<file path="config.mk">
export PLATFORM = sky130hd
export DESIGN_NAME = stage_id
export DESIGN_NICKNAME = d
export VERILOG_FILES = /design/src/rtl/stage_id.sv
export SDC_FILE = /design/constraint.sdc
export NUM_CORES = 1
export LEC_CHECK = 0
export ABC_AREA = 1
export BUFFER_PORTS_ARGS = -buffer_cell sky130_fd_sc_hd__buf_2
export CORE_UTILIZATION = 35
export CTS_BUF_LIST = sky130_fd_sc_hd__clkbuf_8
export CTS_CLUSTER_DIAMETER = 60
export CTS_CLUSTER_SIZE = 16
export DETAILED_ROUTE_END_ITERATION = 10
export GPL_ROUTABILITY_DRIVEN = 0
export GPL_TIMING_DRIVEN = 0
export PLACE_DENSITY_LB_ADDON = 0.2
export RECOVER_POWER = 50
export SLEW_MARGIN = 5
export SYNTH_ARGS = -nofsm -noshare
export SYNTH_HDL_FRONTEND = slang
export SYNTH_SLANG_ARGS = --single-unit
</file>
<file path="constraint.sdc">
create_clock -name i_clk -period 1.2 [get_ports i_clk]
set_clock_uncertainty 0.1 [all_clocks]
set_input_delay 0.06 -clock i_clk [delete_from_list [all_inputs] [get_ports i_clk]]
set_output_delay 0.06 -clock i_clk [all_outputs]
set_load 0.05 [all_outputs]
</file>
<file path="src/rtl/stage_id.sv">
// RV32I instruction-decode stage: combinational register-file read addresses,
// operand/immediate selection, and the ID/EX pipeline register.
module stage_id (
    input  logic        i_clk,
    input  logic        i_rst,
    input  logic        i_flush,
    input  logic [31:0] i_inst,
    input  logic [31:0] i_inst_addr,
    input  logic [31:0] i_reg1_data,
    input  logic [31:0] i_reg2_data,
    output logic [4:0]  o_reg1_rd_addr,
    output logic [4:0]  o_reg2_rd_addr,
    output logic        o_reg_we,
    output logic [4:0]  o_reg_wr_addr,
    output logic [31:0] o_op1,
    output logic [31:0] o_op2,
    output logic [31:0] o_op1_jump,
    output logic [31:0] o_op2_jump,
    output logic [31:0] o_store_data,
    output logic [31:0] o_inst,
    output logic [31:0] o_inst_addr
);

    localparam logic [6:0] OP_R      = 7'b0110011;
    localparam logic [6:0] OP_I_ALU  = 7'b0010011;
    localparam logic [6:0] OP_LOAD   = 7'b0000011;
    localparam logic [6:0] OP_STORE  = 7'b0100011;
    localparam logic [6:0] OP_BRANCH = 7'b1100011;
    localparam logic [6:0] OP_LUI    = 7'b0110111;
    localparam logic [6:0] OP_AUIPC  = 7'b0010111;
    localparam logic [6:0] OP_JAL    = 7'b1101111;
    localparam logic [6:0] OP_JALR   = 7'b1100111;

    logic [6:0]  opcode;
    logic [2:0]  funct3;
    logic [4:0]  rd;
    logic [31:0] imm_i, imm_s, imm_b, imm_u, imm_j;

    assign opcode = i_inst[6:0];
    assign funct3 = i_inst[14:12];
    assign rd     = i_inst[11:7];

    assign imm_i = {{20{i_inst[31]}}, i_inst[31:20]};
    assign imm_s = {{20{i_inst[31]}}, i_inst[31:25], i_inst[11:7]};
    assign imm_b = {{20{i_inst[31]}}, i_inst[7], i_inst[30:25], i_inst[11:8], 1'b0};
    assign imm_u = {i_inst[31:12], 12'b0};
    assign imm_j = {{12{i_inst[31]}}, i_inst[19:12], i_inst[20], i_inst[30:21], 1'b0};

    logic        rs1_used, rs2_used;
    logic        reg_we_d, reg_we_q;
    logic [4:0]  reg_wr_addr_d, reg_wr_addr_q;
    logic [31:0] op1_d, op1_q;
    logic [31:0] op2_d, op2_q;
    logic [31:0] op1_jump_d, op1_jump_q;
    logic [31:0] op2_jump_d, op2_jump_q;
    logic [31:0] store_data_d, store_data_q;
    logic [31:0] inst_d, inst_q;
    logic [31:0] inst_addr_d, inst_addr_q;

    always_comb begin
        rs1_used      = 1'b0;
        rs2_used      = 1'b0;
        reg_we_d      = 1'b0;
        reg_wr_addr_d = 5'd0;
        op1_d         = 32'd0;
        op2_d         = 32'd0;
        op1_jump_d    = 32'd0;
        op2_jump_d    = 32'd0;
        store_data_d  = 32'd0;
        inst_d        = i_inst;
        inst_addr_d   = i_inst_addr;

        case (opcode)
            OP_R: begin
                rs1_used = 1'b1;
                rs2_used = 1'b1;
                op1_d    = i_reg1_data;
                op2_d    = i_reg2_data;
                reg_we_d = 1'b1;
            end
            OP_I_ALU: begin
                rs1_used = 1'b1;
                op1_d    = i_reg1_data;
                // Shift-immediates carry funct7 in the upper immediate bits; only shamt is the operand.
                if (funct3 == 3'b001 || funct3 == 3'b101) begin
                    op2_d = {27'd0, i_inst[24:20]};
                end else begin
                    op2_d = imm_i;
                end
                reg_we_d = 1'b1;
            end
            OP_LOAD: begin
                rs1_used = 1'b1;
                op1_d    = i_reg1_data;
                op2_d    = imm_i;
                reg_we_d = 1'b1;
            end
            OP_STORE: begin
                rs1_used     = 1'b1;
                rs2_used     = 1'b1;
                op1_d        = i_reg1_data;
                op2_d        = imm_s;
                store_data_d = i_reg2_data;
            end
            OP_BRANCH: begin
                rs1_used   = 1'b1;
                rs2_used   = 1'b1;
                op1_d      = i_reg1_data;
                op2_d      = i_reg2_data;
                op1_jump_d = i_inst_addr;
                op2_jump_d = imm_b;
            end
            OP_LUI: begin
                op1_d    = imm_u;
                reg_we_d = 1'b1;
            end
            OP_AUIPC: begin
                op1_d    = i_inst_addr;
                op2_d    = imm_u;
                reg_we_d = 1'b1;
            end
            OP_JAL: begin
                op1_d      = i_inst_addr;
                op2_d      = 32'd4;
                op1_jump_d = i_inst_addr;
                op2_jump_d = imm_j;
                reg_we_d   = 1'b1;
            end
            OP_JALR: begin
                rs1_used   = 1'b1;
                op1_d      = i_inst_addr;
                op2_d      = 32'd4;
                op1_jump_d = i_reg1_data;
                op2_jump_d = imm_i;
                reg_we_d   = 1'b1;
            end
            default: ;
        endcase

        if (rd == 5'd0) begin
            reg_we_d = 1'b0;
        end
        reg_wr_addr_d = reg_we_d ? rd : 5'd0;

        if (i_flush) begin
            reg_we_d      = 1'b0;
            reg_wr_addr_d = 5'd0;
            op1_d         = 32'd0;
            op2_d         = 32'd0;
            op1_jump_d    = 32'd0;
            op2_jump_d    = 32'd0;
            store_data_d  = 32'd0;
            inst_d        = 32'd0;
            inst_addr_d   = 32'd0;
        end
    end

    assign o_reg1_rd_addr = rs1_used ? i_inst[19:15] : 5'd0;
    assign o_reg2_rd_addr = rs2_used ? i_inst[24:20] : 5'd0;

    always_ff @(posedge i_clk or negedge i_rst) begin
        if (!i_rst) begin
            reg_we_q      <= 1'b0;
            reg_wr_addr_q <= 5'd0;
            op1_q         <= 32'd0;
            op2_q         <= 32'd0;
            op1_jump_q    <= 32'd0;
            op2_jump_q    <= 32'd0;
            store_data_q  <= 32'd0;
            inst_q        <= 32'd0;
            inst_addr_q   <= 32'd0;
        end else begin
            reg_we_q      <= reg_we_d;
            reg_wr_addr_q <= reg_wr_addr_d;
            op1_q         <= op1_d;
            op2_q         <= op2_d;
            op1_jump_q    <= op1_jump_d;
            op2_jump_q    <= op2_jump_d;
            store_data_q  <= store_data_d;
            inst_q        <= inst_d;
            inst_addr_q   <= inst_addr_d;
        end
    end

    assign o_reg_we      = reg_we_q;
    assign o_reg_wr_addr = reg_wr_addr_q;
    assign o_op1         = op1_q;
    assign o_op2         = op2_q;
    assign o_op1_jump    = op1_jump_q;
    assign o_op2_jump    = op2_jump_q;
    assign o_store_data  = store_data_q;
    assign o_inst        = inst_q;
    assign o_inst_addr   = inst_addr_q;

endmodule

</file>
# == Word level (Yosys, flattened, before mapping) ==
# Index checks and enable logic that the tools add are counted.
# Widths: inputs -> output; s select.
# op_classes
eq_ne,11
mux,22
n_reduce_logical,10
# ops
cell,count
$mux 32,9
$pmux 32 s3,2
$pmux 32 s6,1
$pmux 32 s2,1
$eq 7x6->1 const B,3
$eq 7x7->1 const B,3
$mux 5,4
$eq 7x5->1 const B,2
$eq 7x2->1 const B,1
$reduce_or 7->1,1
$reduce_or 2->1,3
$reduce_or 3->1,2
$reduce_or 6->1,1
$logic_not 5->1,1
$mux 1,5
$reduce_or 5->1,1
$eq 3x1->1 const B,1
$eq 3x3->1 const B,1
$logic_or 1x1->1,1
# word_totals
regBits,230
in_bits,131
output_inout_bits,240
wordCells,52

# == Depth between registers and ports, before layout ==
# depth
ltp_word,6
mapped_depth,11
mapped_depth_nobuf,10

# == Worst setup path after synthesis ==
# OpenSTA, ideal clock, no wires.
# synth_path
path_kind,input port to output port
from,in i_inst[0]
to,out o_reg1_rd_addr[0]
t_arrival_ns,1.454
required_time_ns,1.040
setup_slack_ns,-0.414
path_stages,7
n_path_buf,1
cell_sequence,nand2_1 -> inv_2 -> nand2_2 -> a21oi_2 -> buf_2 -> nor2_1 -> nor2_1
# synth_between
elab_chain_len,4
word_cells_on_any_way,9
cone_classes,6 x eq/ne; 2 x mux; 1 x reduce/logical
# synth_lines
element,line_no,rtl
"start, declared",7,"input logic [31:0] i_inst,"
"$eq 7x5->1, or another cell as far along",73,case (opcode)
$reduce_or 6->1 (no source line) (*),--,
$mux 1 (*),73,
$mux 5 (*),158,assign o_reg1_rd_addr = rs1_used ? i_inst[19:15] : 5'd0;
"end, declared",11,"output logic [4:0] o_reg1_rd_addr,"
# Mark *: on every way between the ends. The rest lies on a longest branch, timed or not.

# == Final worst setup path ==
# layout_path
from,in i_inst[3]
to,out o_reg2_rd_addr[3]
# layout_between
elab_chain_len,4
word_cells_on_any_way,6
cone_classes,3 x eq/ne; 2 x mux; 1 x reduce/logical
# layout_lines
element,line_no,rtl
$eq 7x6->1 / $eq 7x7->1 (equally long branches),73,
$reduce_or 3->1 (no source line) (*),--,
$mux 1 (*),73,
$mux 5 (*),159,assign o_reg2_rd_addr = rs2_used ? i_inst[24:20] : 5'd0;
"end, declared",12,"output logic [4:0] o_reg2_rd_addr,"
# Marked as above.

==> flow_metrics.env <==
export IMPL_status="complete, but fails checks"
export IMPL_violations="negative hold slack, max-slew violations, negative setup slack"
export IMPL_synth_compound_area_share_pct=5.49
export IMPL_p_int_w=0.0102
export IMPL_end_kind="primary output"
export IMPL_slew_headroom_pct=-0.670
export IMPL_final_nets=1624
export IMPL_synth_xor_area_share_pct=0
export IMPL_crit_required_ns=1.04
export IMPL_clk_pin_slew_ns=0.09
export IMPL_worstSetupPathType="in -> out"
export IMPL_num_rows=56
export IMPL_grt_max_degree=115
export IMPL_htreeDepth=1
export IMPL_vias=8347
export IMPL_yosysWarnings=0
export IMPL_hp_class="in -> async"
export IMPL_die_x_um=158
export IMPL_antenna_left=0
export IMPL_post_route_min_period_ns=1.55
export IMPL_grt_pass1_wl_um=49600
export IMPL_drt_wl_total_um=33500
export IMPL_synthTopCellsByArea="dfrtp_1 64%, nand2_1 9.4%, nor2_1 9.0%"
export IMPL_synth_seq_cells=219
export IMPL_pwr_share_clk_pct=30.9
export IMPL_layout_commonest_cell="buf_6"
export IMPL_rsz0062_at_grt="true"
export IMPL_grt_pass1_vias=8876
export IMPL_syn_area_mm2=0.00855
export IMPL_syn2layout_area_growth_pct=71.7
export IMPL_drt_initial_drc_count=563
export IMPL_muxShareOfSynthArea_pct=0
export IMPL_dr_pass1_iters=6
export IMPL_synth_top_family_by_area="simple AND/OR/NAND/NOR gates"
export IMPL_ctsLongestPathBuffers=3
export IMPL_drc=0
export IMPL_swShare_pct=29.4
export IMPL_tritoncts="done"
export IMPL_drive_above_1_share_pct=33.5
export IMPL_tightest_slew_ns=1.51
export IMPL_ys_seq_area_share_pct=64.1
export IMPL_power_frac_seq_pct=52.6
export IMPL_synthAdderAreaFrac_pct=0
export IMPL_initial_core_util_pct=36.1
export IMPL_io_pins=371
export IMPL_postSynthAreaPerCell_um2=9.06
export IMPL_netlist_area_leader_share_pct=64.1
export IMPL_startpoint_type="primary input"
export IMPL_maxSlewViolCount=75
export IMPL_finalWorstSetupSlack_ns=-0.351
export IMPL_antenna_found_initial=0
export IMPL_yosysUniqueCellTypes=23
export IMPL_power_density_mw_per_mm2=984
export IMPL_grt_usage_pct=26.4
export IMPL_die_y_um=158
export IMPL_mostFrequentLayoutCells="240 x buf_6, 218 x dfrtp_1, 206 x nand2_1"
export IMPL_pre_cts_ws_ns=-0.779
export IMPL_drv_cap=0
export IMPL_critPathArrivalTime_ns=1.39
export IMPL_setup_viol=326
export IMPL_core_area_mm2=0.0237
export IMPL_io_buffers=369
export IMPL_ir_worst_vdd_mv=0.973
export IMPL_hold_viol=112
export IMPL_clock_sinks=219
export IMPL_finalNonFillerCells=1822
export IMPL_synth_top_area_cell="dfrtp_1"
export IMPL_critPathMaxFanout=5
export IMPL_yosys_area_share_simple_pct=20.9
export IMPL_vias_per_cell=4.58
export IMPL_hold_slack_ns=-0.200
export IMPL_cts_made_buffers=20
export IMPL_hpwlAfterDp_um=22200
export IMPL_die_area_mm2=0.0251
export IMPL_fin_total_pwr_w=0.0144
export IMPL_grt_overflow_total=0
export IMPL_final_period_utilization_pct=129
export IMPL_max_freq_mhz=645
export IMPL_syn_inst=944
export IMPL_power_leakage_nw=7.96
export IMPL_syn_nets=1075
export IMPL_diodes=0
export IMPL_p_comb_share_pct=16.5
export IMPL_dpl_cell_count=1633
export IMPL_wl_per_cell_um=18.4
export IMPL_clockRootBuffer="clkbuf_8"
export IMPL_switching_power_w=0.00425
==> stage by stage <==
step                area [um^2]  utilization [%]  TNS (ns)
CTS                       14600             61.6    -24.69
detailed placement        11000             46.3   -130.19
global placement          10900             46.1   -950.81
global route              14700             62.0    -67.78
finish                    14700             62.0    -17.24
floorplan                  8670                -         0
==> final cells by class <==
type	instances	area, um^2
clock inverter	10	75.1
fill	1991	9010
multi-input combinational	531	2490
timing repair buffer	527	5030
inverter	139	541
clock buffer	22	303
sequential	219	5480
buffer	55	359
tap	319	399
==> cell families after synthesis <==
group | count (synthesis)
flip-flops | 219
AO/OA/AOI/OAI | 72
buffers and inverters | 194
AND/OR/NAND/NOR | 459
==> synthesized netlist by cell type, drive strengths merged <==
cell,count
dfrtp,219
nand2,217
nor2,208
inv,139
buf,39
a22oi,32
nand3,32
a21oi,22
clkbuf,16
o21ai,10
a22o,4
a31oi,3
nor3,2
o211ai,1
==> power by group through the flow <==
stage / clock (W) / combinational [W] / sequential (W)
6_report: 0.00446 / 0.00238 / 0.00760
4_1_cts: 0.00460 / 0.00236 / 0.00759
2_1_floorplan: 0 / 0.000358 / 0.00825
3_3_place_gp: 0 / 0.00172 / 0.00770
3_5_place_dp: 0 / 0.00174 / 0.00770
5_1_grt: 0.00481 / 0.00254 / 0.00761
==> per-layer routing <==
| metal | vias up | share of wire, % | track usage, % |
|---|---|---|---|
| li1 | 3909 | - | - |
| met1 | 3990 | 40 | 31.7 |
| met2 | 367 | 49 | 45.6 |
| met3 | 81 | 7.1 | 5.80 |
| met4 | 0 | 4.1 | 10.7 |
| met5 | - | 0 | 0 |
==> flip-flops by register name, summed over array words and instances (netlist names) <==
register and cells:
o_reg_we 1, o_inst 32, o_store_data 32, o_reg_wr_addr 5, o_op1_jump 32, o_op2_jump 21
o_op2 32, o_inst_addr 32, o_op1 32
==> how the worst max path moves through the flow <==
stage,startpoint,end,slack (ns),cells after the start
CTS,o_op2_jump[30]$_DFF_PN0_,o_op2_jump[27],-0.35,3
floorplan,i_inst[0],o_op2[31]$_DFF_PN0_,0.002,11
finish,i_inst[3],o_reg2_rd_addr[3],-0.35,11
global route,i_inst[3],o_reg2_rd_addr[3],-0.39,11
global placement,i_rst,o_op2_jump[30]$_DFF_PN0_,-4.27,1
detailed placement,i_flush,o_op1_jump[1]$_DFF_PN0_,-0.78,4
==> worst max-delay path, cell delays in order <==
cell and delay [ns]:
buf_8 0.10, nor2_1 0.28, nand2_8 0.11, clkbuf_1 0.14, clkinvlp_4 0.11, nand2_4 0.09
inv_4 0.08, nor2_4 0.04, buf_6 0.12, nor2_4 0.10, buf_8 0.15
==> what timing repair did <==
item,CTS,global route
hold buffers,139,11
endpoints found under the hold margin,324,151
setup buffers,16,5
resized for setup,556,28
setup endpoints to repair,319,295
pin swaps,13,6
Note: power is estimated with default switching activity, not from simulation.
